**src/rtl/multdiv_unit.sv**
```systemverilog
// -----------------------------------------------------------------------------
// multdiv_unit
//
// Purpose
//   Multicycle signed 32-bit multiplier / divider for the execute stage.
//   - Multiply: 32-step shift-add on operand magnitudes, with the sign applied
//     to the full 64-bit product at the end.
//   - Divide: 32-step restoring divide on magnitudes, with the sign applied to
//     a nonzero quotient at the end.
//   Latency is fixed at 33 edges from the start edge to the result edge, for
//   every operation and operand (divide-by-zero included).
//
// Handshake
//   A start is a one-cycle pulse on ctrl_MULT or ctrl_DIV; no ready is
//   returned. MULT wins when both are high. A start in any state aborts the
//   operation in flight and begins a new one with freshly sampled operands.
//   An aborted operation never pulses data_resultRDY.
//   busy is high from the cycle after the start edge up to and including the
//   cycle before the result edge. data_resultRDY is a one-cycle pulse in the
//   cycle after the result edge, with busy low in that cycle.
//   data_result and data_exception hold until the next completion.
//
// Ports
//   clock           in   rising-edge clock
//   reset           in   synchronous, active-high reset
//   ctrl_MULT       in   one-cycle multiply start pulse
//   ctrl_DIV        in   one-cycle divide start pulse
//   data_operandA   in   multiplicand / dividend (two's complement)
//   data_operandB   in   multiplier / divisor (two's complement)
//   data_result     out  registered result
//   data_exception  out  registered overflow / divide-by-zero flag
//   data_resultRDY  out  one-cycle completion pulse
//   busy            out  operation in progress
//   dbg_state_o     out  current FSM state (IDLE=0, MUL=1, DIV=2, DONE=3)
// -----------------------------------------------------------------------------
module multdiv_unit #(
  parameter int WIDTH = 32
) (
  input  logic               clock,
  input  logic               reset,
  input  logic               ctrl_MULT,
  input  logic               ctrl_DIV,
  input  logic [WIDTH-1:0]   data_operandA,
  input  logic [WIDTH-1:0]   data_operandB,
  output logic [WIDTH-1:0]   data_result,
  output logic               data_exception,
  output logic               data_resultRDY,
  output logic               busy,
  output logic [1:0]         dbg_state_o
);

  typedef enum logic [1:0] {
    ST_IDLE = 2'd0,
    ST_MUL  = 2'd1,
    ST_DIV  = 2'd2,
    ST_DONE = 2'd3
  } state_e;

  localparam logic [WIDTH-1:0] MIN_NEG = {1'b1, {(WIDTH-1){1'b0}}};
  localparam logic [WIDTH-1:0] ALL_ONE = {WIDTH{1'b1}};

  // ---------------------------------------------------------------------------
  // State
  // ---------------------------------------------------------------------------
  state_e               state_q;
  logic [4:0]           cnt_q;
  logic                 is_div_q;
  logic                 neg_q;     // sign of the final result (sA ^ sB)
  logic                 div0_q;    // divisor was zero
  logic                 ovf_q;     // MIN_NEG / -1
  logic [2*WIDTH-1:0]   acc_q;     // product accumulator (magnitude)
  logic [2*WIDTH-1:0]   mcand_q;   // multiplicand magnitude, shifted left per step
  logic [WIDTH-1:0]     mplier_q;  // MUL: multiplier magnitude; DIV: dividend in / quotient out
  logic [WIDTH-1:0]     rem_q;     // partial remainder
  logic [WIDTH-1:0]     dvsr_q;    // divisor magnitude
  logic [WIDTH-1:0]     result_q;
  logic                 exc_q;
  logic                 rdy_q;
  logic                 busy_q;

  // ---------------------------------------------------------------------------
  // Operand magnitudes at the start cycle. Negating MIN_NEG gives MIN_NEG,
  // which is exactly 2^31 when read as unsigned, so no extra bit is needed.
  // ---------------------------------------------------------------------------
  logic             a_neg, b_neg;
  logic [WIDTH-1:0] a_mag, b_mag;

  assign a_neg = data_operandA[WIDTH-1];
  assign b_neg = data_operandB[WIDTH-1];
  assign a_mag = a_neg ? -data_operandA : data_operandA;
  assign b_mag = b_neg ? -data_operandB : data_operandB;

  // ---------------------------------------------------------------------------
  // One iteration of each datapath
  // ---------------------------------------------------------------------------
  logic [2*WIDTH-1:0] mul_acc_nxt;
  logic [WIDTH:0]     div_shift;
  logic [WIDTH:0]     div_trial;
  logic               div_ok;

  assign mul_acc_nxt = mplier_q[0] ? (acc_q + mcand_q) : acc_q;

  // Bring the next dividend bit into the remainder and try the subtraction;
  // a clear borrow bit means the divisor fit. The remainder stays below the
  // divisor (at most 2^31), so the shifted value always fits in WIDTH+1 bits.
  assign div_shift = {rem_q, mplier_q[WIDTH-1]};
  assign div_trial = div_shift - {1'b0, dvsr_q};
  assign div_ok    = ~div_trial[WIDTH];

  // ---------------------------------------------------------------------------
  // Final sign fix-up and exception, consumed in DONE
  // ---------------------------------------------------------------------------
  logic [2*WIDTH-1:0] prod_signed;
  logic [WIDTH-1:0]   quo_signed;
  logic [WIDTH-1:0]   result_d;
  logic               exc_d;

  always_comb begin
    prod_signed = neg_q ? -acc_q : acc_q;
    quo_signed  = (neg_q && (mplier_q != '0)) ? -mplier_q : mplier_q;
    result_d    = '0;
    exc_d       = 1'b0;
    if (is_div_q) begin
      if (div0_q) begin
        result_d = '0;
        exc_d    = 1'b1;
      end else if (ovf_q) begin
        result_d = MIN_NEG;
        exc_d    = 1'b1;
      end else begin
        result_d = quo_signed;
        exc_d    = 1'b0;
      end
    end else begin
      result_d = prod_signed[WIDTH-1:0];
      // The product fits in signed WIDTH bits only when bits [2W-1:W-1]
      // are a pure sign extension.
      exc_d    = ~((&prod_signed[2*WIDTH-1:WIDTH-1]) |
                   ~(|prod_signed[2*WIDTH-1:WIDTH-1]));
    end
  end

  // ---------------------------------------------------------------------------
  // FSM and datapath registers
  // ---------------------------------------------------------------------------
  always_ff @(posedge clock) begin
    if (reset) begin
      state_q  <= ST_IDLE;
      cnt_q    <= '0;
      is_div_q <= 1'b0;
      neg_q    <= 1'b0;
      div0_q   <= 1'b0;
      ovf_q    <= 1'b0;
      acc_q    <= '0;
      mcand_q  <= '0;
      mplier_q <= '0;
      rem_q    <= '0;
      dvsr_q   <= '0;
      result_q <= '0;
      exc_q    <= 1'b0;
      rdy_q    <= 1'b0;
      busy_q   <= 1'b0;
    end else begin
      rdy_q <= 1'b0;
      if (ctrl_MULT || ctrl_DIV) begin
        // Start or restart from any state; the in-flight op is dropped.
        state_q  <= ctrl_MULT ? ST_MUL : ST_DIV;
        is_div_q <= ~ctrl_MULT;
        cnt_q    <= '0;
        busy_q   <= 1'b1;
        neg_q    <= a_neg ^ b_neg;
        div0_q   <= (data_operandB == '0);
        ovf_q    <= (data_operandA == MIN_NEG) && (data_operandB == ALL_ONE);
        acc_q    <= '0;
        mcand_q  <= {{WIDTH{1'b0}}, a_mag};
        mplier_q <= ctrl_MULT ? b_mag : a_mag;
        rem_q    <= '0;
        dvsr_q   <= b_mag;
      end else begin
        case (state_q)
          ST_MUL: begin
            acc_q    <= mul_acc_nxt;
            mcand_q  <= mcand_q << 1;
            mplier_q <= mplier_q >> 1;
            cnt_q    <= cnt_q + 5'd1;
            if (cnt_q == 5'd31) state_q <= ST_DONE;
          end
          ST_DIV: begin
            rem_q    <= div_ok ? div_trial[WIDTH-1:0] : div_shift[WIDTH-1:0];
            mplier_q <= {mplier_q[WIDTH-2:0], div_ok};
            cnt_q    <= cnt_q + 5'd1;
            if (cnt_q == 5'd31) state_q <= ST_DONE;
          end
          ST_DONE: begin
            result_q <= result_d;
            exc_q    <= exc_d;
            rdy_q    <= 1'b1;
            busy_q   <= 1'b0;
            state_q  <= ST_IDLE;
          end
          default: begin
            state_q <= ST_IDLE;
          end
        endcase
      end
    end
  end

  assign data_result    = result_q;
  assign data_exception = exc_q;
  assign data_resultRDY = rdy_q;
  assign busy           = busy_q;
  assign dbg_state_o    = state_q;

endmodule

```
**config.mk**
```make
export PLATFORM = sky130hd
export DESIGN_NAME = multdiv_unit
export DESIGN_NICKNAME = d
export VERILOG_FILES = /design/src/rtl/multdiv_unit.sv
export SDC_FILE = /design/constraint.sdc
export NUM_CORES = 1
export LEC_CHECK = 0
export ABC_AREA = 1
export BUFFER_PORTS_ARGS = -buffer_cell sky130_fd_sc_hd__buf_2
export CORE_ASPECT_RATIO = 1.2
export CORE_MARGIN = 4
export CORE_UTILIZATION = 51
export DETAILED_ROUTE_END_ITERATION = 16
export PLACE_DENSITY = 0.68
export SLEW_MARGIN = 20
export SYNTH_ARGS = -nofsm -noshare
export SYNTH_HDL_FRONTEND = slang
export SYNTH_SLANG_ARGS = --single-unit
```
**constraint.sdc**
```tcl
create_clock -name clock -period 2.74 [get_ports clock]
set_input_delay 0.137 -clock clock [delete_from_list [all_inputs] [get_ports clock]]
set_output_delay 0.137 -clock clock [all_outputs]
set_load 0.02 [all_outputs]
```
======== Yosys cells after proc, flatten, opt, wreduce, memory -nomap -nowiden ========
Index checks and enable logic that the tools add are counted.
word-level totals
  word-level logic and storage cells ...... 74
  register bits after elaboration ......... 270
  input port bits ......................... 68
  output and inout port bits .............. 37
operators by class
  reduce and logical (&&, ||, !) cells .... 14
  multiplexer cells ....................... 23
  bitwise gates (word level) .............. 7
  add/subtract/negate cells ............... 7
  eq/ne operators ......................... 7
operators with widths
  cell                  count
  $mux 32               11
  $neg 32->32           3
  $add 64x64->64        1
  $eq 32x32->1 const B  2
  $mux 64               1
  $neg 64->64           1
  $pmux 32 s2           1
  $reduce_and 33->1     1
  $reduce_or 33->1      1
  $sub 33x32->33        1
  $logic_not 32->1      1
  $reduce_bool 32->1    1
  $mux 2                4
  $mux 1                6
  $add 5x1->5 const B   1
  $eq 5x5->1 const B    1
  $not 1->1             5
  $eq 2x2->1 const B    2
  $reduce_and 2->1      2
  $reduce_bool 2->1     2
  $reduce_or 2->1       2
  $ne 3x1->1 const B    1
  $reduce_bool 3->1     1
  $eq 2x1->1 const B    1
  4 further kinds       5

======== Depth between registers and ports, before layout ========
Gate-level depths: netlist of run 1.
  depth after elaboration ................. 7
  gate-level depth with buffers ........... 21
  gate-level depth less buffers ........... 20

======== Worst setup path after synthesis of run 1 ========
No wires, ideal clock.
  kind .................................... reg-to-reg
  start point ............................. register mplier_q[31]
  end point ............................... register rem_q[30]
  setup slack ............................. 204 ps
  setup time .............................. 132 ps
  arrival time ............................ 2,404 ps
  cell stages (with the launch flop) ...... 19
  data required time ...................... 2,608 ps
  cells stage by stage .................... dfxtp_1 inv_1 ha_1 fa_1 inv_1 nand2_1 o21ai_2 a21o_1 nand2_1 nand2_2 nand2_2 nand2_2 nand2_2 nand3_1 nand2_4 buf_8 or2_1 nand3_1 a21oi_1
between the ends
  cells in the longest elaborated chain, start to end .. 2
ends and longest elaborated chain
  what                    RTL line  source
  start, declared         73        logic [WIDTH-1:0] mplier_q;
  start signal, assigned  176       mplier_q <= ctrl_MULT ? b_mag : a_mag;
  start signal, assigned  184       mplier_q <= mplier_q >> 1;
  start signal, assigned  190       mplier_q <= {mplier_q[WIDTH-2:0], div_ok};
  $sub 33x32->33          107       assign div_trial = div_shift - {1'b0, dvsr_q};
  $mux 32                 189       rem_q <= div_ok ? div_trial[WIDTH-1:0] : div_shift[WIDTH-1:0];
  end signal, assigned    189
  end, declared           74        logic [WIDTH-1:0] rem_q;
No other way between the ends.
A chain may end at the register's enable or synchronous reset.

======== Worst setup path after layout of run 1 ========
  start point ............................. register acc_q[22]
  end point ............................... register exc_q (netlist: data_exception)
between the ends
  cells in the longest elaborated chain, start to end .. 7
  elaborated cells between the ends (all ways) .. 8
ends and longest elaborated chain
  what                    RTL line  source
  start, declared         71        logic [2*WIDTH-1:0] acc_q;
  start signal, assigned  182       acc_q <= mul_acc_nxt;
  $neg 64->64 (*)         119       prod_signed = neg_q ? -acc_q : acc_q;
  $mux 64 (*)             119
  $reduce_or 33->1        139       ~(|prod_signed[2*WIDTH-1:WIDTH-1]));
  $not 1->1               139
  $or 1x1->1 (*)          138       exc_d = ~((&prod_signed[2*WIDTH-1:WIDTH-1]) |
  $not 1->1 (*)           138
  $mux 1 (*)              123       if (is_div_q) begin
  end signal, assigned    160       exc_q <= 1'b0;
  end signal, assigned    196       exc_q <= exc_d;
  end, declared           77        logic exc_q;
Every way passes the cells marked *; elsewhere a longest branch is shown, timed or not.

==> flow_metrics.tcl, run 1 <==
set metrics [dict create \
    hold_violations 0 \
    fillers 4349 \
    gp_routability_congestion 1.080 \
    worst_r2r_path_depth 17 \
    holdCritPathClass "in -> reg" \
    wl_per_cell_um 19.73 \
    crit_arrival_ns 3.14 \
    io_pins 105 \
    detail_route.first_pass.iterations 7 \
    synth-seq-cells 270 \
    intPower_w 0.007744 \
    vias 25260 \
    cts_tree "built" \
    cp_max_fo 6 \
    globalRoute.totalOverflow 0 \
    clkPwrFrac_pct 41.2 \
    critPathCaptureType "register" \
    worst_setup_hold_path_clk_slew_ns 0.07 \
    synth_warnings 0 \
    clock_sink_count 270 \
    skew_ns 0.01656 \
    dieHeight_um 237.9 \
    class_of_the_most_critical_setup_path "reg -> reg" \
    power_per_cell_area_mw_per_mm2 439.7 \
    postSynth.asyncResetShare_pct 0 \
    post_synth_instance_area_mm2 0.02247 \
    cp-start-kind "register" \
    initial_utilization_pct 52.00 \
    switching_share_pct 31.95 \
    timing.final.crit_period_ns 2.669 \
    synthDominantCellAreaShare_pct 24.06 \
    clock_tree.buffer_depth 3 \
    dieArea_mm2 0.04749 \
    min_path_cells 4 \
    clk_root_buffer_cell "sky130_fd_sc_hd__clkbuf_16" \
    timing.slew.headroom_pct 41.50 \
    grt_antenna_before_repair 1 \
    grt_pass1_wl_um 131300 \
    ys_top_cells_by_count "sky130_fd_sc_hd__nand2_1 (799), sky130_fd_sc_hd__inv_1 (545), sky130_fd_sc_hd__nor2_1 (409), sky130_fd_sc_hd__a21oi_1 (313), sky130_fd_sc_hd__o21ai_0 (290)" \
    synth_sequential_area_ratio_pct 24.06 \
    fin_hold_ws_ns 0.03791 \
    synth_edf_count 0 \
    synth_nets 3857 \
    seq_power_share_pct 37.2 \
    place.port_buffers 104 \
    cts_htree_levels 1 \
    ys_types 61 \
    core_area_mm2 0.04320 \
    dp_hpwl_um 69090 \
    number_of_standard_cells_after_synthesis 3682 \
    synthFlopType "sky130_fd_sc_hd__dfxtp_1" \
    clock.fmax_mhz 374.7 \
    insertion_delay_ns 0.61 \
    switchingPower_w 0.003636 \
    detail_route.iter0.violations 2192 \
    final.period_utilization_pct 97.41 \
    drt-vias-per-instance 5.710 \
    post-route-drc-count 0 \
    power.leakage_nw 12.92 \
    grt_start_max_net_pins 95 \
    setup_total_negative_slack_ns 0 \
    avgSynthCellArea_um2 6.101 \
    outcome "complete, no violations" \
    area.growth.synth_to_final_pct 15.22 \
    power_frac_comb_pct 21.6 \
    cap_violations 0 \
    cts_inserted_buffers 31 \
    finalSetupViolations 0 \
    synth_area_leader_cell "sky130_fd_sc_hd__dfxtp_1" \
    netlist_top_cells_area "sky130_fd_sc_hd__dfxtp_1 (24%), sky130_fd_sc_hd__nand2_1 (13%), sky130_fd_sc_hd__inv_1 (9.1%)" \
    max_slew.worst_pin.slew_ns 0.8766 \
    synth.most_common_cell "sky130_fd_sc_hd__nand2_1" \
    drv_slew 0 \
    drive_above_1_share_pct 11.62 \
    num-nets-final 4022 \
    chipWidth_um 199.6 \
    grt_pass1_vias 23320 \
    worst_ir_drop_on_vdd_v 0.0005069 \
    postRouteAntennaNets 0 \
    totalWireLength_um 87300 \
    critical_path_required_ns 3.21 \
    row_count 83 \
    grt.total_usage_pct 35.12 \
]
logic make-up after synthesis:
kind of cell               count (synthesis)  share of synthesized area (%)
AOI/OAI and AO/OA                        903                          23.00
xor gates and xnor gates                 136                          5.302
muxes                                      6                         0.2673
buffers and inverters                    695                          11.90
and+or+nand+nor                         1565                          29.44
DFF                                      270                          24.06
adders and majority gates                107                          6.026
cell usage in the layout (no fill, tap or decap), drive strengths merged, types with 7 or more instances in the layout:
cell         netlist  layout
a31oi             57      57
inv              558     560
o21bai            12      12
nor3              50      50
bufinv             0       7
dlygate4sd3        0      12
o22ai             16      16
or2               12      12
nor2             432     432
nand2            817     817
a21oi            317     317
nand4             43      43
o211ai           102     102
xnor2             41      41
dfxtp            270     270
a21o              21      21
nor4              17      17
o21a               9       9
o21ai            332     332
clkinv             3       8
buf               32     251
ha               105     105
a21boi            10      10
nand3            185     185
clkbuf           102      46
xor2              95      95
final timing paths:
| kind | startpoint | to | slack (ns) |
|---|---|---|---|
| max reg2reg | acc_q[22]$_SDFFE_PP0P_ | data_exception$_SDFFE_PP0P_ | 0.07 |
| max | acc_q[22]$_SDFFE_PP0P_ | data_exception$_SDFFE_PP0P_ | 0.07 |
| min reg2reg | cnt_q[4]$_SDFFE_PP0P_ | cnt_q[4]$_SDFFE_PP0P_ | 0.47 |
| min | data_operandB[21] | dvsr_q[21]$_SDFFE_PP0N_ | 0.04 |
per-stage QoR:
stage	power, W	utilization, %	cell area (um^2)	instances	setup slack (ns)
2_1_floorplan	0.005825	-	22470	3682	0.2036
3_3_place_gp	0.006650	56.20	24280	4341	0.07246
3_5_place_dp	0.006653	56.20	24280	4341	0.05320
4_1_cts	0.01134	59.08	25520	4410	0.01865
5_1_grt	0.01184	59.91	25880	4424	-0.04474
6_report	0.01138	59.91	25880	4424	0.07105
metal layers:
| metal | up-vias | global-route usage [%] | wire length [um] |
|---|---|---|---|
| li1 | 12440 | - | - |
| met1 | 11440 | 42.86 | 34050 |
| met2 | 1105 | 57.89 | 39840 |
| met3 | 284 | 6.341 | 7188 |
| met4 | 0 | 20.12 | 6216 |
| met5 | - | 0 | 0 |
critical path, stage by stage, from the launching register on:
cell                      delay [ns]
sky130_fd_sc_hd__dfxtp_1        0.36
sky130_fd_sc_hd__buf_4          0.16
sky130_fd_sc_hd__nor2_1         0.23
sky130_fd_sc_hd__nand2_1        0.14
sky130_fd_sc_hd__nor2_1         0.23
sky130_fd_sc_hd__nand2_1        0.15
sky130_fd_sc_hd__o21ai_4        0.32
sky130_fd_sc_hd__nand3_1        0.13
sky130_fd_sc_hd__nand2_1        0.11
sky130_fd_sc_hd__nand2_1        0.05
sky130_fd_sc_hd__nor2_1         0.10
sky130_fd_sc_hd__nand2_1        0.08
sky130_fd_sc_hd__nor2_1         0.15
sky130_fd_sc_hd__nand2_1        0.07
sky130_fd_sc_hd__nand2_1        0.06
sky130_fd_sc_hd__nand3_1        0.08
sky130_fd_sc_hd__nand2_1        0.08
sky130_fd_sc_hd__a21oi_1        0.06
power by group through the flow:
stage / Clock, W / Sequential (W) / Combinational [W]
6_report: 0.00469 / 0.00423 / 0.00246
2_1_floorplan: 0 / 0.00426 / 0.00157
3_3_place_gp: 0 / 0.00431 / 0.00234
4_1_cts: 0.00475 / 0.00422 / 0.00237
3_5_place_dp: 0 / 0.00431 / 0.00234
5_1_grt: 0.00490 / 0.00425 / 0.00269
area by class of cell:
type / instances / area [um^2] / share of cell area, %
multi-input cells: 2717 / 14610 / 56.45
flip-flops and latches: 270 / 5414 / 20.92
inverters: 561 / 2111 / 8.155
repair buffers: 266 / 1932 / 7.464
clock buffers: 43 / 870.8 / 3.364
well taps: 552 / 690.7 / 2.668
clock inverters: 14 / 252.7 / 0.9765
diodes: 1 / 2.502 / 0.009668
timing repair:
item | 4_1_cts | 5_1_grt
endpoints found under the setup margin | 0 | 61
buffers inserted | 0 | 10
hold endpoints to repair | 15 | 0
hold buffers | 12 | 0
resized for setup | 0 | 59
sequential cells by signal, summed over array words and instances (netlist names):
register / flops
div0_q: 1
dvsr_q: 32
busy: 1
mcand_q: 64
ovf_q: 1
data_exception: 1
mplier_q: 32
data_result: 32
acc_q: 64
cnt_q: 5
rem_q: 32
neg_q: 1
dbg_state_o: 2
is_div_q: 1
data_resultRDY: 1
Power figures use the tool's default switching activity.
==> run 2: changes to the inputs <==
--- a/config.mk
+++ b/config.mk
@@ -11,6 +11,7 @@
 export CORE_MARGIN = 4
 export CORE_UTILIZATION = 51
 export DETAILED_ROUTE_END_ITERATION = 16
+export GPL_TIMING_DRIVEN = 0
 export PLACE_DENSITY = 0.68
 export SLEW_MARGIN = 20
 export SYNTH_ARGS = -nofsm -noshare
==> flow_metrics.tcl, run 2 (same netlist as run 1, synthesis figures left out) <==
set metrics [dict create \
    intPower_w 0.007634 \
    p_total_w 0.01139 \
    class_of_the_most_critical_setup_path "reg -> reg" \
    holdCritPathClass "in -> reg" \
    drv_slew 0 \
    switching_share_pct 32.99 \
    dp_hpwl_um 74600 \
    grt_antenna_before_repair 0 \
    clock_sink_count 270 \
    cp-start-kind "register" \
    post-route-drc-count 0 \
    insertion_delay_ns 0.60 \
    initial_utilization_pct 52.00 \
    pre_cts_ws_ns -0.4475 \
    timing.slew.headroom_pct 31.16 \
    layout.cells.most_common_list "sky130_fd_sc_hd__nand2_1 (770), sky130_fd_sc_hd__inv_1 (542), sky130_fd_sc_hd__nor2_1 (386)" \
    grt_setup_unrepaired "yes" \
    cpMostUsedCell "sky130_fd_sc_hd__nand2_2" \
    dieArea_mm2 0.04749 \
    wl_per_cell_um 20.84 \
    vias 25890 \
    critPathCaptureType "register" \
    layout.cell_area.non_filler_mm2 0.02591 \
    cell_type_group_with_the_largest_total_delay_on_the_critical_path "simple AND/OR/NAND/NOR gates" \
    grt.total_usage_pct 37.39 \
    worst-path-buf-inv 5 \
    timing.final.crit_period_ns 2.731 \
    clock_tree.buffer_depth 3 \
    clk_root_buffer_cell "sky130_fd_sc_hd__clkbuf_16" \
    grt_pass1_wl_um 138000 \
    seq_power_share_pct 37.3 \
    layout_commonest_cell "sky130_fd_sc_hd__nand2_1" \
    crit_arrival_ns 3.25 \
    totalWireLength_um 92570 \
    clkPwrFrac_pct 40.0 \
    hold_violations 0 \
    cts_inserted_buffers 31 \
    critical_path_required_ns 3.26 \
    max_slew.worst_pin.slew_ns 1.033 \
    chipWidth_um 199.6 \
    power_frac_comb_pct 22.7 \
    grt_pass1_vias 23980 \
    globalRoute.totalOverflow 0 \
    cp_cell_sequence "inv_6 > ha_4 > fa_2 > inv_2 > nand2_2 > o21ai_2 > a21o_1 > nand2_1 > nand2_2 > nand2_2 > nand2_2 > nand2_4 > nand3_4 > nand2_8 > buf_6 > clkbuf_16 > o211ai_1 > o211ai_1 > inv_1" \
    row_count 83 \
    drt-vias-per-instance 5.829 \
    worst_ir_drop_on_vdd_v 0.0005190 \
    drive_above_1_share_pct 11.23 \
    detail_route.first_pass.iterations 8 \
    numPlacedInstances 4335 \
    num-nets-final 4042 \
    fillers 4426 \
    cp_max_fo 6 \
    final.period_utilization_pct 99.66 \
    finalSetupViolations 0 \
    grt_start_max_net_pins 15 \
    place.port_buffers 101 \
    dpl_cell_area_mm2 0.02366 \
    postRouteAntennaNets 0 \
    critical_path.max_stage_delay_ns 0.38 \
    switchingPower_w 0.003759 \
    gp_routability_congestion 1.053 \
    fin_ws_ns 0.009371 \
    detail_route.iter0.violations 2731 \
    cts_htree_levels 1 \
    finish.cell_count_without_fillers 4442 \
    worst_setup_hold_path_clk_slew_ns 0.07 \
    outcome "complete, no violations" \
    crit_slowest_cell "sky130_fd_sc_hd__dfxtp_4" \
    antenna-diode-count 0 \
    core_area_mm2 0.04320 \
    clock.fmax_mhz 366.2 \
    dieHeight_um 237.9 \
    io_pins 105 \
    skew_ns 0.02914 \
    power_per_cell_area_mw_per_mm2 439.7 \
    area.growth.synth_to_final_pct 15.35 \
    cts_tree "built" \
    power.leakage_nw 12.69 \
    cap_violations 0 \
    reg_top3 "acc_q x64, mcand_q x64" \
]
==> run 2: cell types whose count changed in the layout (fill, tap and decap cells not counted), sizes merged <==
cell	delta
clkinvlp	+3
clkbuf	+99
clkdlybuf4s15	+1
dlygate4sd3	+1
nand2	+1
bufinv	-1
buf	-86
clkinv	+2
inv	-1
diode	-1
==> run 2: worst min-delay path, delay by kind of cell <==
kind | cells | cell delay, ns
AOI/OAI and AO/OA | 1 | 0.16
xor gates and xnor gates | 1 | 0.14
buffers and inverters | 2 | 0.15
==> run 2: routing by layer <==
layer  track usage, %  wire length (um)
met1            48.62             36730
met2            59.60             41030
met3            5.790              8752
met4            19.89              6062
met5                0                 0
==> run 2: timing repair <==
action                                 CTS  global route
gates cloned                             0             4
setup buffers                            9            26
pin swaps                                8            37
resized for setup                       36           178
hold buffers                            13             0
setup endpoints to repair              112            93
endpoints found under the hold margin   14             0
==> run 2: worst paths after layout <==
| check | from | slack, ns | cells after the start | to |
|---|---|---|---|---|
| worst max-delay path | mplier_q[31]$_SDFFE_PP0P_ | 0.009 | 19 | rem_q[15]$_SDFFE_PP0P_ |
| worst min-delay path | data_operandA[7] | 0.04 | 4 | mcand_q[7]$_SDFFE_PP0P_ |
| worst max register to register | mplier_q[31]$_SDFFE_PP0P_ | 0.009 | 19 | rem_q[15]$_SDFFE_PP0P_ |
| worst min register to register | busy$_SDFFE_PP0P_ | 0.47 | 2 | busy$_SDFFE_PP0P_ |
==> run 2: area by class of cell <==
class	count	area, um^2	area share [%]
Multi-Input combinational cell	2718	14970	57.78
Sequential cell	270	5423	20.93
Inverter	561	2116	8.165
Timing Repair Buffer	152	989.7	3.819
Clock buffer	39	855.8	3.303
Tap cell	552	690.7	2.665
Buffer	133	620.6	2.395
Clock inverter	17	246.5	0.9512
==> run 2: power groups by stage <==
stage | clock [W] | combinational, W | sequential [W]
2_1_floorplan | 0 | 0.00157 | 0.00426
3_3_place_gp | 0 | 0.00235 | 0.00431
3_5_place_dp | 0 | 0.00235 | 0.00432
4_1_cts | 0.00459 | 0.00240 | 0.00423
5_1_grt | 0.00474 | 0.00281 | 0.00425
6_report | 0.00456 | 0.00259 | 0.00424
==> run 2: through the flow <==
step | hold slack, ns | setup TNS [ns] | utilization, %
global placement | 0.4520 | -23.89 | 54.77
finish | 0.03699 | 0 | 59.98
floorplan | 0.2962 | 0 | -
global route | 0.04734 | -1.135 | 59.98
CTS | 0.002484 | 0 | 58.07
detailed placement | 0.4566 | -21.74 | 54.77
